## src/rtl/noc_router_4port.sv

```systemverilog
// Single-source wormhole router: steers flit payloads into four per-destination
// FIFOs and drains them round-robin into four registered destination buffers.
module noc_router_4port #(
  parameter int DataWidth = 13,
  parameter int FifoDepth = 4
) (
  input  logic                 clk,
  input  logic                 rst,
  input  logic                 src_valid,
  output logic                 src_ready,
  input  logic [DataWidth-1:0] src_data,
  output logic [7:0]           buffer00,
  output logic [7:0]           buffer01,
  output logic [7:0]           buffer10,
  output logic [7:0]           buffer11,
  output logic                 dst_valid,
  output logic [1:0]           dst_port,
  input  logic                 dst_ready
);

  localparam int PtrW = (FifoDepth > 1) ? $clog2(FifoDepth) : 1;
  localparam int CntW = PtrW + 1;

  if (DataWidth != 13) begin : g_bad_width
    $error("noc_router_4port: DataWidth must be 13");
  end
  if (FifoDepth < 2 || (FifoDepth & (FifoDepth - 1)) != 0) begin : g_bad_depth
    $error("noc_router_4port: FifoDepth must be a power of 2 and >= 2");
  end

  typedef enum logic {HEAD, BODY} state_e;

  state_e              state_q, state_d;
  logic [1:0]          locked_port_q, locked_port_d;
  logic [1:0]          rr_ptr_q, rr_ptr_d;
  logic [7:0]          mem_q [4][FifoDepth];
  logic [7:0]          mem_d [4][FifoDepth];
  logic [PtrW-1:0]     wr_ptr_q [4];
  logic [PtrW-1:0]     wr_ptr_d [4];
  logic [PtrW-1:0]     rd_ptr_q [4];
  logic [PtrW-1:0]     rd_ptr_d [4];
  logic [CntW-1:0]     count_q [4];
  logic [CntW-1:0]     count_d [4];
  logic [7:0]          buf_q [4];
  logic [7:0]          buf_d [4];
  logic                dst_valid_q, dst_valid_d;
  logic [1:0]          dst_port_q, dst_port_d;

  logic [1:0]          target;
  logic                accept;
  logic                push;
  logic                found;
  logic                pop;
  logic [1:0]          winner;
  logic [1:0]          scan;

  // Flow control looks only at registered counts, so a pop this cycle never frees space.
  always_comb begin
    target    = (state_q == HEAD) ? src_data[12:11] : locked_port_q;
    src_ready = rst && (count_q[target] != CntW'(FifoDepth));
    accept    = src_valid && src_ready;
    push      = accept && (src_data[10:9] == 2'b01 || src_data[10:9] == 2'b10);
  end

  always_comb begin
    found  = 1'b0;
    winner = '0;
    scan   = '0;
    for (int unsigned i = 0; i < 4; i++) begin
      scan = rr_ptr_q + 2'(i);
      if (!found && count_q[scan] != '0) begin
        found  = 1'b1;
        winner = scan;
      end
    end
    pop = dst_ready && found;
  end

  always_comb begin
    state_d       = state_q;
    locked_port_d = locked_port_q;
    mem_d         = mem_q;
    wr_ptr_d      = wr_ptr_q;
    rd_ptr_d      = rd_ptr_q;
    count_d       = count_q;
    buf_d         = buf_q;
    rr_ptr_d      = rr_ptr_q;
    dst_valid_d   = pop;
    dst_port_d    = dst_port_q;

    if (push) begin
      mem_d[target][wr_ptr_q[target]] = src_data[8:1];
      wr_ptr_d[target] = wr_ptr_q[target] + PtrW'(1);
    end
    if (pop) begin
      buf_d[winner]    = mem_q[winner][rd_ptr_q[winner]];
      rd_ptr_d[winner] = rd_ptr_q[winner] + PtrW'(1);
      dst_port_d       = winner;
      rr_ptr_d         = winner + 2'd1;
    end
    for (int unsigned p = 0; p < 4; p++) begin
      case ({push && target == 2'(p), pop && winner == 2'(p)})
        2'b10:   count_d[p] = count_q[p] + CntW'(1);
        2'b01:   count_d[p] = count_q[p] - CntW'(1);
        default: count_d[p] = count_q[p];
      endcase
    end

    if (accept) begin
      if (src_data[0]) begin
        state_d = HEAD;
      end else if (state_q == HEAD) begin
        state_d       = BODY;
        locked_port_d = target;
      end
    end
  end

  always_ff @(posedge clk) begin
    if (!rst) begin
      state_q       <= HEAD;
      locked_port_q <= '0;
      rr_ptr_q      <= '0;
      dst_valid_q   <= 1'b0;
      dst_port_q    <= '0;
      for (int unsigned p = 0; p < 4; p++) begin
        wr_ptr_q[p] <= '0;
        rd_ptr_q[p] <= '0;
        count_q[p]  <= '0;
        buf_q[p]    <= '0;
      end
    end else begin
      state_q       <= state_d;
      locked_port_q <= locked_port_d;
      rr_ptr_q      <= rr_ptr_d;
      dst_valid_q   <= dst_valid_d;
      dst_port_q    <= dst_port_d;
      wr_ptr_q      <= wr_ptr_d;
      rd_ptr_q      <= rd_ptr_d;
      count_q       <= count_d;
      buf_q         <= buf_d;
    end
  end

  // Storage needs no reset: emptiness is tracked entirely by the counts.
  always_ff @(posedge clk) begin
    mem_q <= mem_d;
  end

  assign buffer00  = buf_q[0];
  assign buffer01  = buf_q[1];
  assign buffer10  = buf_q[2];
  assign buffer11  = buf_q[3];
  assign dst_valid = dst_valid_q;
  assign dst_port  = dst_port_q;

endmodule

```

## config.mk

```make
export PLATFORM = sky130hd
export DESIGN_NAME = noc_router_4port
export DESIGN_NICKNAME = d
export VERILOG_FILES = /design/src/rtl/noc_router_4port.sv
export SDC_FILE = /design/constraint.sdc
export NUM_CORES = 1
export LEC_CHECK = 0
export CAP_MARGIN = 30
export CORE_UTILIZATION = 42
export CTS_CLUSTER_DIAMETER = 100
export DETAILED_ROUTE_END_ITERATION = 6
export SLEW_MARGIN = 20
export SYNTH_ARGS = -nofsm -noshare
export SYNTH_HDL_FRONTEND = slang
export SYNTH_SLANG_ARGS = --single-unit
```

## constraint.sdc

```tcl
create_clock -name clk -period 7 [get_ports clk]
set_input_delay 1.05 -clock clk [delete_from_list [all_inputs] [get_ports clk]]
set_output_delay 1.05 -clock clk [all_outputs]
set_load 0.01 [all_outputs]
```

# Word level (Yosys, flattened, before mapping)

Index checks and enable logic that the tools add are counted.

Flip-flop bits (word level): 196
Input bits: 17
Logic and storage cells: 177

Add/subtract/negate cells: 14
$lt $le $gt $ge: 11
Eq/ne operators: 17
Multiplexer cells: 55
Bitwise logic cells: 10
Reductions and logical operators: 33

Operators with widths:

| cell                                                                         | number |
|---|---|
| 128-bit bitwise mux                                                          | 1 |
| 32-bit 2-to-1 mux                                                            | 3 |
| 32-bit binary-select mux with 2-bit select                                   | 1 |
| 32-bit demux with 2-bit select                                               | 1 |
| 32-bit bitwise mux                                                           | 1 |
| 8-bit demux with 2-bit select                                                | 2 |
| 8-bit 2-to-1 mux                                                             | 4 |
| 3-bit binary-select mux with 2-bit select                                    | 5 |
| 3-bit 2-to-1 mux                                                             | 10 |
| 3-bit greater-or-equal comparator, second input constant                     | 8 |
| 2-bit inverter with 3-bit output                                             | 8 |
| 3-bit case mux with 2 select lines                                           | 4 |
| 2-bit 2-to-1 mux                                                             | 11 |
| 2-bit equality test, second input constant                                   | 9 |
| 1-bit logical AND                                                            | 18 |
| 8-bit binary-select mux with 2-bit select                                    | 1 |
| 8-bit bitwise mux                                                            | 2 |
| 2-bit by 1-bit equality test with 1-bit output, second input constant        | 7 |
| 3-bit by 1-bit adder with 3-bit output, second input constant                | 4 |
| 3-bit nonzero test                                                           | 4 |
| 3-bit by 1-bit subtractor with 3-bit output, second input constant           | 4 |
| 3-bit by 1-bit less-than comparator with 1-bit output, second input constant | 3 |
| 2-bit by 1-bit adder with 2-bit output, second input constant                | 4 |
| 2-bit binary-select mux with 2-bit select                                    | 2 |
| other kinds (10)                                                             | 23 |

# Longest topological paths before layout

Gate-level depths: netlist of the first run.

Word-level depth: 24
Gate-level depth with buffers: 16

# Worst setup path before layout of the first run

Ideal clock, no wire load.

Kind: reg-to-reg
Start: reg rr_ptr_q[1]
End: reg count_q[11] in the netlist's numbering
Library setup time: 71 ps
Arrival: 3,325 ps
Required time: 6,929 ps
Path slack: 3,605 ps
Stages on the path, launching flop included: 17
Path buffers: 4
Cell sequence: dfxtp_1 > buf_2 > or2_2 > o22ai_1 > a21o_1 > buf_6 > buf_2 > clkbuf_1 > ha_1 > nand2_1 > inv_1 > ha_1 > inv_1 > fa_1 > xor2_1 > or3_1 > a21oi_1

Longest elaborated chain between the ends: 19
Elaborated cells between the ends (all ways): 44
Classes of those cells: add/sub: 3; eq/ne: 2; mux: 21; bitwise: 4; reduce/logical: 14

Ends and longest elaborated chain:

| item                                                                                            | RTL line | source |
|---|---|---|
| start: declaration                                                                              | 35       | `logic [1:0] rr_ptr_q, rr_ptr_d;` |
| start signal: assignment                                                                        | 135      | `rr_ptr_q <= rr_ptr_d;` |
| parallel branches: the longest is 16 deep, another holds 2-bit by 1-bit adder with 2-bit output | n/a      |  |
| 1-bit logical AND (*)                                                                           | 102      | `case ({push && target == 2'(p), pop && winner == 2'(p)})` |
| 2-bit by 1-bit equality test with 1-bit output or 2-bit equality test (tied branches)           | 102      |  |
| 3-bit case mux with 2 select lines or 2-bit nonzero test (tied branches)                        | n/a      |  |
| end signal: assignment                                                                          | 140      | `count_q <= count_d;` |
| end: declaration                                                                                | 42       | `logic [CntW-1:0] count_q [4];` |

Every way passes the cells marked *. The select of a mux whose other input is x is not followed.
A chain may end at the register's enable or synchronous reset.

# Final worst setup path of the first run

Start: reg count_q[9] in the netlist's numbering
End: reg count_q[5] in the netlist's numbering

Longest elaborated chain between the ends: 18
Elaborated cells between the ends (all ways): 45
Classes of those cells: eq/ne: 4; mux: 24; reduce/logical: 17

Ends and longest elaborated chain:

| item                                                                                  | RTL line | source |
|---|---|---|
| 3-bit binary-select mux with 2-bit select                                             | 71       | `if (!found && count_q[scan] != '0) begin` |
| 3-bit 2-to-1 mux (not written as such) (2 in series)                                  | 71       |  |
| 3-bit nonzero test                                                                    | 71       |  |
| 1-bit 2-to-1 mux                                                                      | 71       |  |
| 1-bit zero test                                                                       | 71       |  |
| 1-bit logical AND                                                                     | 71       |  |
| 1-bit 2-to-1 mux                                                                      | 71       |  |
| 1-bit zero test                                                                       | 71       |  |
| 1-bit logical AND                                                                     | 71       |  |
| 1-bit 2-to-1 mux                                                                      | 71       |  |
| 1-bit zero test                                                                       | 71       |  |
| 1-bit logical AND                                                                     | 71       |  |
| 2-bit 2-to-1 mux or 1-bit 2-to-1 mux (tied branches)                                  | 71       |  |
| 2-bit equality test or 1-bit logical AND (tied branches)                              | 102, 76  |  |
| 1-bit logical AND                                                                     | 102      |  |
| 2-bit by 1-bit equality test with 1-bit output or 2-bit equality test (tied branches) | 102      |  |
| 3-bit case mux with 2 select lines or 2-bit nonzero test (tied branches)              | n/a      |  |

Parallel ways exist; a longest one is shown, timed or not. The select of a mux whose other input is x is not followed.

==> results of run 1 <==
-- power breakdown --
part           leakage, nW  internal, mW  switching (mW)
combinational         1.33         0.184           0.381
clock                0.288         0.509           0.462
sequential            1.70          1.26          0.0278
total                 3.31          1.95           0.871
-- stage by stage --
stage / power (mW) / hold slack, ns / setup WS (ns) / instances / utilization [%]
2_1_floorplan: 1.69 / 0.455 / 3.60 / 709 / -
3_3_place_gp: 1.86 / 0.471 / 2.64 / 998 / 47.0
3_5_place_dp: 1.87 / 0.483 / 2.42 / 998 / 47.0
4_1_cts: 2.84 / 0.499 / 2.64 / 1029 / 50.0
5_1_grt: 2.94 / 0.518 / 2.44 / 1032 / 50.2
6_report: 2.83 / 0.492 / 2.67 / 1032 / 50.2
-- critical path: stages, from the launching register on --
cell     delay (ns)
dfxtp_1        0.38
nor3_1         0.42
o22ai_1        0.20
a21o_2         0.23
buf_4          0.34
inv_1          0.20
buf_4          0.46
ha_1           0.24
nand2_1        0.21
inv_1          0.26
ha_1           0.22
inv_1          0.06
fa_1           0.37
xor2_1         0.16
or3_1          0.32
a21oi_1        0.15
-- Yosys cell counts (3+ instances only) --
cell type / n
edfxtp_1: 128
dfxtp_1: 68
o211ai_1: 64
a21oi_1: 62
nand2_1: 54
nand3_1: 37
and2_1: 35
nor2_1: 33
inv_1: 27
a22oi_1: 24
clkbuf_1: 24
mux2i_1: 20
a221oi_1: 16
ha_1: 12
a211oi_1: 11
o21ai_0: 10
o22ai_1: 9
xor2_1: 9
buf_2: 7
nor3_1: 6
or3_1: 5
buf_1: 4
fa_1: 4
nor3b_1: 4
nor4_1: 4
mux2_2: 3
-- placed cells by master (no fill, tap or decap), types with 2 or more instances in the layout --
cell type,instances
edfxtp_1,128
dfxtp_1,68
o211ai_1,64
a21oi_1,62
nand2_1,54
clkdlybuf4s50_1,52
nand3_1,37
and2_1,35
nor2_1,33
inv_1,27
a22oi_1,24
mux2i_1,20
clkbuf_16,18
a221oi_1,16
ha_1,12
a211oi_1,11
o21ai_0,10
o22ai_1,9
xor2_1,9
buf_4,9
nor3_1,6
inv_8,6
or3_1,5
nor3b_1,4
nor4_1,4
fa_1,4
mux2_2,3
mux4_2,2
a211oi_2,2
a221oi_4,2
inv_6,2
clkinv_4,2
buf_2,2
-- path summary, 6_finish.rpt --
| check | from | to | depth (start not counted) |
|---|---|---|---|
| setup / recovery | count_q[9]$_SDFFE_PN0P_ | count_q[5]$_SDFFE_PN0P_ | 15 |
| hold / removal | buffer11[2]$_SDFFE_PN0P_ | buffer11[2]$_SDFFE_PN0P_ | 2 |
| setup reg to reg | count_q[9]$_SDFFE_PN0P_ | count_q[5]$_SDFFE_PN0P_ | 15 |
| hold reg to reg | buffer11[2]$_SDFFE_PN0P_ | buffer11[2]$_SDFFE_PN0P_ | 2 |
-- flip-flops by register name, summed over array words and instances, names as in the netlist --
name / flops
rr_ptr_q: 2
dst_valid: 1
buffer11: 8
buffer10: 8
state_q: 1
rd_ptr_q: 8
wr_ptr_q: 8
count_q: 12
mem_q: 128
locked_port_q: 2
dst_port: 2
buffer01: 8
buffer00: 8
-- logic make-up (layout without fill, tap and decap cells) --
family                     count (synthesis)  count (layout)  synth area share (%)
AOI/OAI and AO/OA                        209             209                  17.4
xor gates and xnor gates                  10              10                  1.03
buffers and inverters                     66             124                  3.20
DFF                                      196             196                  61.4
muxes                                     25              25                  3.29
and+or+nand+nor                          187             187                  11.0
adders and majority gates                 16              16                  2.71
-- per-layer routing --
metal	part of all wire [%]	GRT usage, %	routed length, um
met5	0	0	0
met4	1.3	6.61	261
met3	4.3	3.84	854
met2	50	33.7	9840
met1	45	26.5	8840
-- area by class of cell --
type	count	area, um2	share of cell area [%]
flip-flops and latches	196	5200	52.8
multi-input cells	447	3010	30.5
inverters	29	109	1.10
repair buffers	64	623	6.32
clock inverters	14	161	1.64
well taps	265	332	3.36
clock buffers	17	425	4.31
==> impl_metrics.ini, run 1 <==
[outcome]
outcome = complete, no violations

[grt]
grt_pass1_wl_um = 31300
grt_usage_pct = 20.2
grt_max_degree = 72
grt_pass1_vias = 5738
antenna_found_initial = 0
gr-total-overflow = 0

[floorplan]
die_w_um = 144
num_rows = 51
die_h_um = 144
core_um2 = 19700
initial_utilization_pct = 43.2
dieArea_um2 = 20800
pin_count = 53

[clock_network]
cts_tree = built
clock_sinks = 196
ctsHoldBuffers = 0
cts_made_buffers = 17
cts-htree-levels = 4
root_buffer = clkbuf_16
clock_latency_ns = 0.43
cts_buffer_depth = 2
path_clk_slew_ns = 0.08
post_cts_buffers = 0
cts_resized = 0

[worst_setup_path]
crit_required_ns = 7.36
critPathCaptureType = flop
worst-setup-path-type = reg2reg
crit_arrival_ns = 4.68
path_max_fanout = 71
r2r_setup_slack_ns = 2.67
crit_path_start_kind = flop

[drt]
postRouteAntennaNets = 0
first_pass_iters = 4
avgRoutedWirePerCell_um = 19.2
vias_per_cell = 5.74
wl_um = 19800
vias = 5920
drtIter0Drc = 365
drc = 0

[sta]
hold_viol_final = 0
max_freq_ghz = 0.231
rsz0062_at_grt = no
skew_ns = 0.00965
finalSetupViolations = 0
fin_crit_ns = 4.33
slew_violations = 0
tightest_slew_ns = 0.888
setup_tns_ns = 0
finalCritPeriodShare_pct = 61.8
relSlewSlack_pct = 40.4

[yosys]
synth.top_cell.area_share_pct = 45.3
synthTopCellsByArea = edfxtp_1 45%, dfxtp_1 16%, o211ai_1 5.7%
yosysWarnings = 0
yosysTopAreaCell = edfxtp_1
postSynthAreaPerCell_um2 = 12.0
synth_edf_count = 128
yosysSeqAreaShare_pct = 61.4
synthArstFlopShare_pct = 0
syn-cell-area_um2 = 8480
synth_cells = 709
syn_nets = 742
ys.flop_type = edfxtp_1
ys_ff_latch = 196
synth.distinct_cells = 51

[layout]
final_area_um2 = 9860
antenna_cells = 0
drive_gt1_share_pct = 8.21
fillCellCount = 1761
nets = 788
syn2layout_area_growth_pct = 16.3

[run]
cap_violations = 0

[placed_design]
io_buffer_count = 52
gp_congestion = 0.803
placed_cell_area_um2 = 9240
hpwl_um = 13300

[power]
powerDensity_nw_per_um2 = 286
ir_worst_vdd_v = 0.000204
leakage_nw = 3.31

[hold_path]
hp-class = reg2reg
Power figures use the tool's default switching activity.
==> run 2: changes to the inputs <==
==> constraint.sdc (replaced) <==
create_clock -name clk -period 4.2 [get_ports clk]
set_input_delay 0.63 -clock clk [delete_from_list [all_inputs] [get_ports clk]]
set_output_delay 0.63 -clock clk [all_outputs]
set_load 0.01 [all_outputs]
==> run 2 against run 1 <==
Design area is 0.13% higher; critical path type unchanged; clock power rose by 63%; final cell count is 0.68% higher; critical endpoint is now buffer01[0]$_SDFFE_PN0P_; highest routed layer unchanged.
==> impl_metrics.ini, run 2 (synthesized netlist as in run 1, its figures left out) <==
[worst_setup_path]
critPathCaptureType = flop
path_cells = or2_2, o22a_1, and2_1, a221oi_4, or2_1, mux2i_1, o211ai_1
cp_slowest_stage_delay_ns = 0.72
path_max_fanout = 18
crit_arrival_ns = 3.84
crit_path_start_kind = flop
worst-setup-path-type = reg2reg
crit_path_top_delay_cell = mux2i_1
crit_required_ns = 4.48

[layout]
postLayoutCoreUtil_pct = 50.2
final_common_cell = edfxtp_1
largest_register = mem_q
final_area_um2 = 9880
largest_reg_flops = 128
nets = 794
fillCellCount = 1737
fin_cells = 1039
drive_gt1_share_pct = 8.79
mostFrequentLayoutCells = 128 x edfxtp_1, 68 x dfxtp_1, 64 x o211ai_1, 62 x a21oi_1, 54 x nand2_1
syn2layout_area_growth_pct = 16.4
antenna_cells = 0
top_regs = mem_q: 128 flops, count_q: 12 flops

[floorplan]
die_h_um = 144
dieArea_um2 = 20800
num_rows = 51
pin_count = 53
initial_utilization_pct = 43.2
die_w_um = 144
core_um2 = 19700

[power]
powerDensity_nw_per_um2 = 475
ir_worst_vdd_v = 0.000287
totalPowerFinal_mw = 4.69
leakage_nw = 3.32

[drt]
drc = 0
first_pass_iters = 5
drtIter0Drc = 345
wl_um = 20300
vias_per_cell = 5.71
postRouteAntennaNets = 0
avgRoutedWirePerCell_um = 19.5
vias = 5935

[sta]
whs_ns = 0.492
rsz0062_at_grt = no
tightest_slew_ns = 0.751
fin_ws_ns = 0.633
fin_crit_ns = 3.57
finalSetupViolations = 0
max_freq_ghz = 0.280
hold_viol_final = 0
relSlewSlack_pct = 48.5
slew_violations = 0
setup_tns_ns = 0
finalCritPeriodShare_pct = 84.9
skew_ns = 0.0130

[placed_design]
placed_cell_area_um2 = 9310
io_buffer_count = 52
gp_congestion = 0.790
hpwl_um = 13300
dp_cells = 1007
dpl_worst_slack_ns = 0.587

[clock_network]
root_buffer = clkbuf_16
cts_resized = 0
clock_sinks = 196
cts_buffer_depth = 2
cts_made_buffers = 17
post_cts_buffers = 0
cts-htree-levels = 4
ctsHoldBuffers = 0
cts_tree = built
path_clk_slew_ns = 0.07
clock_latency_ns = 0.43

[hold_path]
hp-class = reg2reg

[grt]
use_met1_pct = 27.1
grt.busiest_layer = met2
grt_usage_pct = 20.4
gr-total-overflow = 0
grt_pass1_vias = 5707
grt_use_met2_pct = 34.1
grt_max_degree = 61
grt_pass1_wl_um = 31800
use_met3_pct = 3.58
antenna_found_initial = 0

[outcome]
outcome = complete, no violations

[run]
cap_violations = 0
run 2: area by class of cell:
type                       instances  area (um2)  share of cell area, %
timing repair buffer              70         656                   6.64
sequential                       196        5200                   52.7
clock buffer                      17         425                   4.31
tap                              265         332                   3.36
inverter                          29         109                   1.10
clock inverter                    15         141                   1.43
multi-input combinational        447        3010                   30.5
run 2: worst paths after layout:
kind                             from                       end  slack, ns  cells past startpoint
max          rr_ptr_q[1]$_SDFFE_PN0P_  buffer01[0]$_SDFFE_PN0P_       0.63                      7
min          buffer11[7]$_SDFFE_PN0P_  buffer11[7]$_SDFFE_PN0P_       0.49                      2
max reg2reg  rr_ptr_q[1]$_SDFFE_PN0P_  buffer01[0]$_SDFFE_PN0P_       0.63                      7
min reg2reg  buffer11[7]$_SDFFE_PN0P_  buffer11[7]$_SDFFE_PN0P_       0.49                      2
run 2: metal layers:
metal	routed length (um)	vias up
met4	206	0
met1	9130	2948
li1	-	2807
met5	0	-
met2	9990	166
met3	940	14
run 2: critical path, delay by kind of cell, from the launching register on:
family / cells / cell delay [ns]
mux: 1 / 0.72
flops: 1 / 0.40
simple gates: 3 / 1.21
compound gates: 3 / 1.06
run 2: power by group:
group          total, mW  switching (mW)  internal (mW)
combinational      0.956           0.642          0.314
sequential          2.15          0.0436           2.10
clock               1.58           0.751          0.833
total               4.69            1.44           3.25
==> run 3: changes to the inputs <==
==> constraint.sdc (replaced) <==
create_clock -name clk -period 3.1 [get_ports clk]
set_input_delay 0.465 -clock clk [delete_from_list [all_inputs] [get_ports clk]]
set_output_delay 0.465 -clock clk [all_outputs]
set_load 0.01 [all_outputs]
==> run 3 against run 2 <==
Wire length is 1.7% higher; worst setup slack got worse by 0.51 ns; design area up 5.7%; final cell count rose by 4.4%.
==> impl_metrics.ini, run 3 (synthesized netlist as in run 1, its figures left out) <==
[outcome]
outcome = complete, no violations

[worst_setup_path]
cp-startpoint = count_q[9]$_SDFFE_PN0P_
crit_required_ns = 3.47
reg2reg_from = count_q[9]$_SDFFE_PN0P_
crit_arrival_ns = 3.35
crit_end = count_q[2]$_SDFFE_PN0P_
crit_path_top_delay_cell = dfxtp_1
critPathCaptureType = flop
path_cells = o31ai_4, nand3b_1, a21o_4, inv_2, ha_1, nand2_1, inv_2, ha_1, inv_1, fa_1, xor2_1, or3_1, a21oi_1
worst-setup-path-type = reg2reg
path_max_fanout = 6
r2r_cells = 13
cp_slowest_stage_delay_ns = 0.41
r2r-end = count_q[2]$_SDFFE_PN0P_
r2r_setup_slack_ns = 0.12
crit_path_start_kind = flop

[layout]
antenna_cells = 0
top_regs = mem_q: 128 flops, count_q: 12 flops
syn2layout_area_growth_pct = 23.0
nets = 840
largest_register = mem_q
mostFrequentLayoutCells = 128 x edfxtp_1, 66 x dfxtp_1, 64 x o211ai_1, 62 x a21oi_1, 53 x buf_4
drive_gt1_share_pct = 15.6
largest_reg_flops = 128
final_common_cell = edfxtp_1

[grt]
antenna_found_initial = 0
grt_max_degree = 67
grt_usage_pct = 21.3
gr-total-overflow = 0
grt_pass1_wl_um = 33000
grt_pass1_vias = 6009

[clock_network]
cts_tree = built
clock_sinks = 196
cts-htree-levels = 4
cts_buffer_depth = 2
path_clk_slew_ns = 0.08
clock_latency_ns = 0.44
root_buffer = clkbuf_16
cts_made_buffers = 17
ctsHoldBuffers = 0

[placed_design]
gp_congestion = 0.842
hpwl_um = 13500
io_buffer_count = 52

[power]
powerDensity_nw_per_um2 = 632
leakage_nw = 3.60
totalPowerFinal_mw = 6.60
ir_worst_vdd_v = 0.000433

[drt]
wl_um = 20600
avgRoutedWirePerCell_um = 19.0
vias_per_cell = 5.56
first_pass_iters = 5
drtIter0Drc = 386
drc = 0
vias = 6031
postRouteAntennaNets = 0

[floorplan]
die_h_um = 144
die_w_um = 144
pin_count = 53
num_rows = 51
initial_utilization_pct = 43.2
dieArea_um2 = 20800
core_um2 = 19700

[sta]
skew_ns = 0.0202
setup_tns_ns = 0
hold_viol_final = 0
tightest_slew_ns = 0.635
fin_crit_ns = 2.98
max_freq_ghz = 0.336
relSlewSlack_pct = 57.5
finalCritPeriodShare_pct = 96.1
finalSetupViolations = 0
slew_violations = 0

[run]
cap_violations = 0

[hold_path]
hp-class = reg2reg
hold_start = buffer00[7]$_SDFFE_PN0P_
-- run 3: cell count changes in the layout (fill, tap and decap cells not counted), sizes merged --
cell and change:
clkinvlp -1, clkinv +1, buf +46
-- run 3: stage by stage --
| stage | utilization [%] | setup slack (ns) | hold WS [ns] | cell area [um2] | instances |
|---|---|---|---|---|---|
| floorplan | - | -0.00860 | 0.455 | 8500 | 709 |
| global placement | 49.5 | -0.0233 | 0.468 | 9730 | 1046 |
| detailed placement | 49.5 | -0.138 | 0.486 | 9730 | 1046 |
| CTS | 52.5 | 0.0730 | 0.499 | 10300 | 1079 |
| global route | 53.1 | -0.0416 | 0.524 | 10400 | 1085 |
| finish | 53.1 | 0.120 | 0.492 | 10400 | 1085 |
-- run 3: layout make-up --
type / instances / area (um2)
inverter: 29 / 109
tap: 265 / 332
clock buffer: 17 / 425
clock inverter: 15 / 165
timing repair buffer: 116 / 1130
fill: 1696 / 9220
sequential: 196 / 5210
multi-input combinational: 447 / 3070
-- run 3: worst min path at each step --
| stage | endpoint | slack [ns] | cells after the start |
|---|---|---|---|
| 2_1_floorplan | wr_ptr_q[5]$_SDFFE_PN0P_ | 0.45 | 2 |
| 3_3_place_gp | wr_ptr_q[7]$_SDFFE_PN0P_ | 0.47 | 2 |
| 3_5_place_dp | buffer01[2]$_SDFFE_PN0P_ | 0.49 | 2 |
| 4_1_cts | buffer00[7]$_SDFFE_PN0P_ | 0.50 | 2 |
| 5_1_grt | buffer11[7]$_SDFFE_PN0P_ | 0.52 | 2 |
| 6_report | buffer00[7]$_SDFFE_PN0P_ | 0.49 | 2 |
-- run 3: per-layer routing --
layer | routed length, um | GRT usage, % | vias up | part of all wire (%)
met5 | 0 | 0 | - | 0
met4 | 248 | 6.16 | 0 | 1.2
met3 | 1030 | 3.61 | 22 | 5.0
met2 | 10300 | 35.9 | 163 | 50
met1 | 9080 | 28.0 | 2958 | 44
li1 | - | - | 2888 | -
-- run 3: what timing repair did --
item                                    in CTS  in global routing
pin swaps                                    1                  3
gates resized for setup                      0                 11
buffers inserted                             1                  6
endpoints found under the setup margin       3                  4
-- run 3: worst max-delay path, delay by kind of cell, from the launching register on --
| family | cells | cell delay (ns) |
|---|---|---|
| xor gates and xnor gates | 1 | 0.16 |
| AOI/OAI and AO/OA | 3 | 0.77 |
| adders and majority gates | 3 | 0.71 |
| buffers and inverters | 3 | 0.30 |
| DFF | 1 | 0.41 |
| and+or+nand+nor | 3 | 0.57 |
-- run 3: power breakdown --
group          internal (mW)  switching, mW
combinational          0.587          0.906
sequential              2.85         0.0665
clock                   1.15           1.04
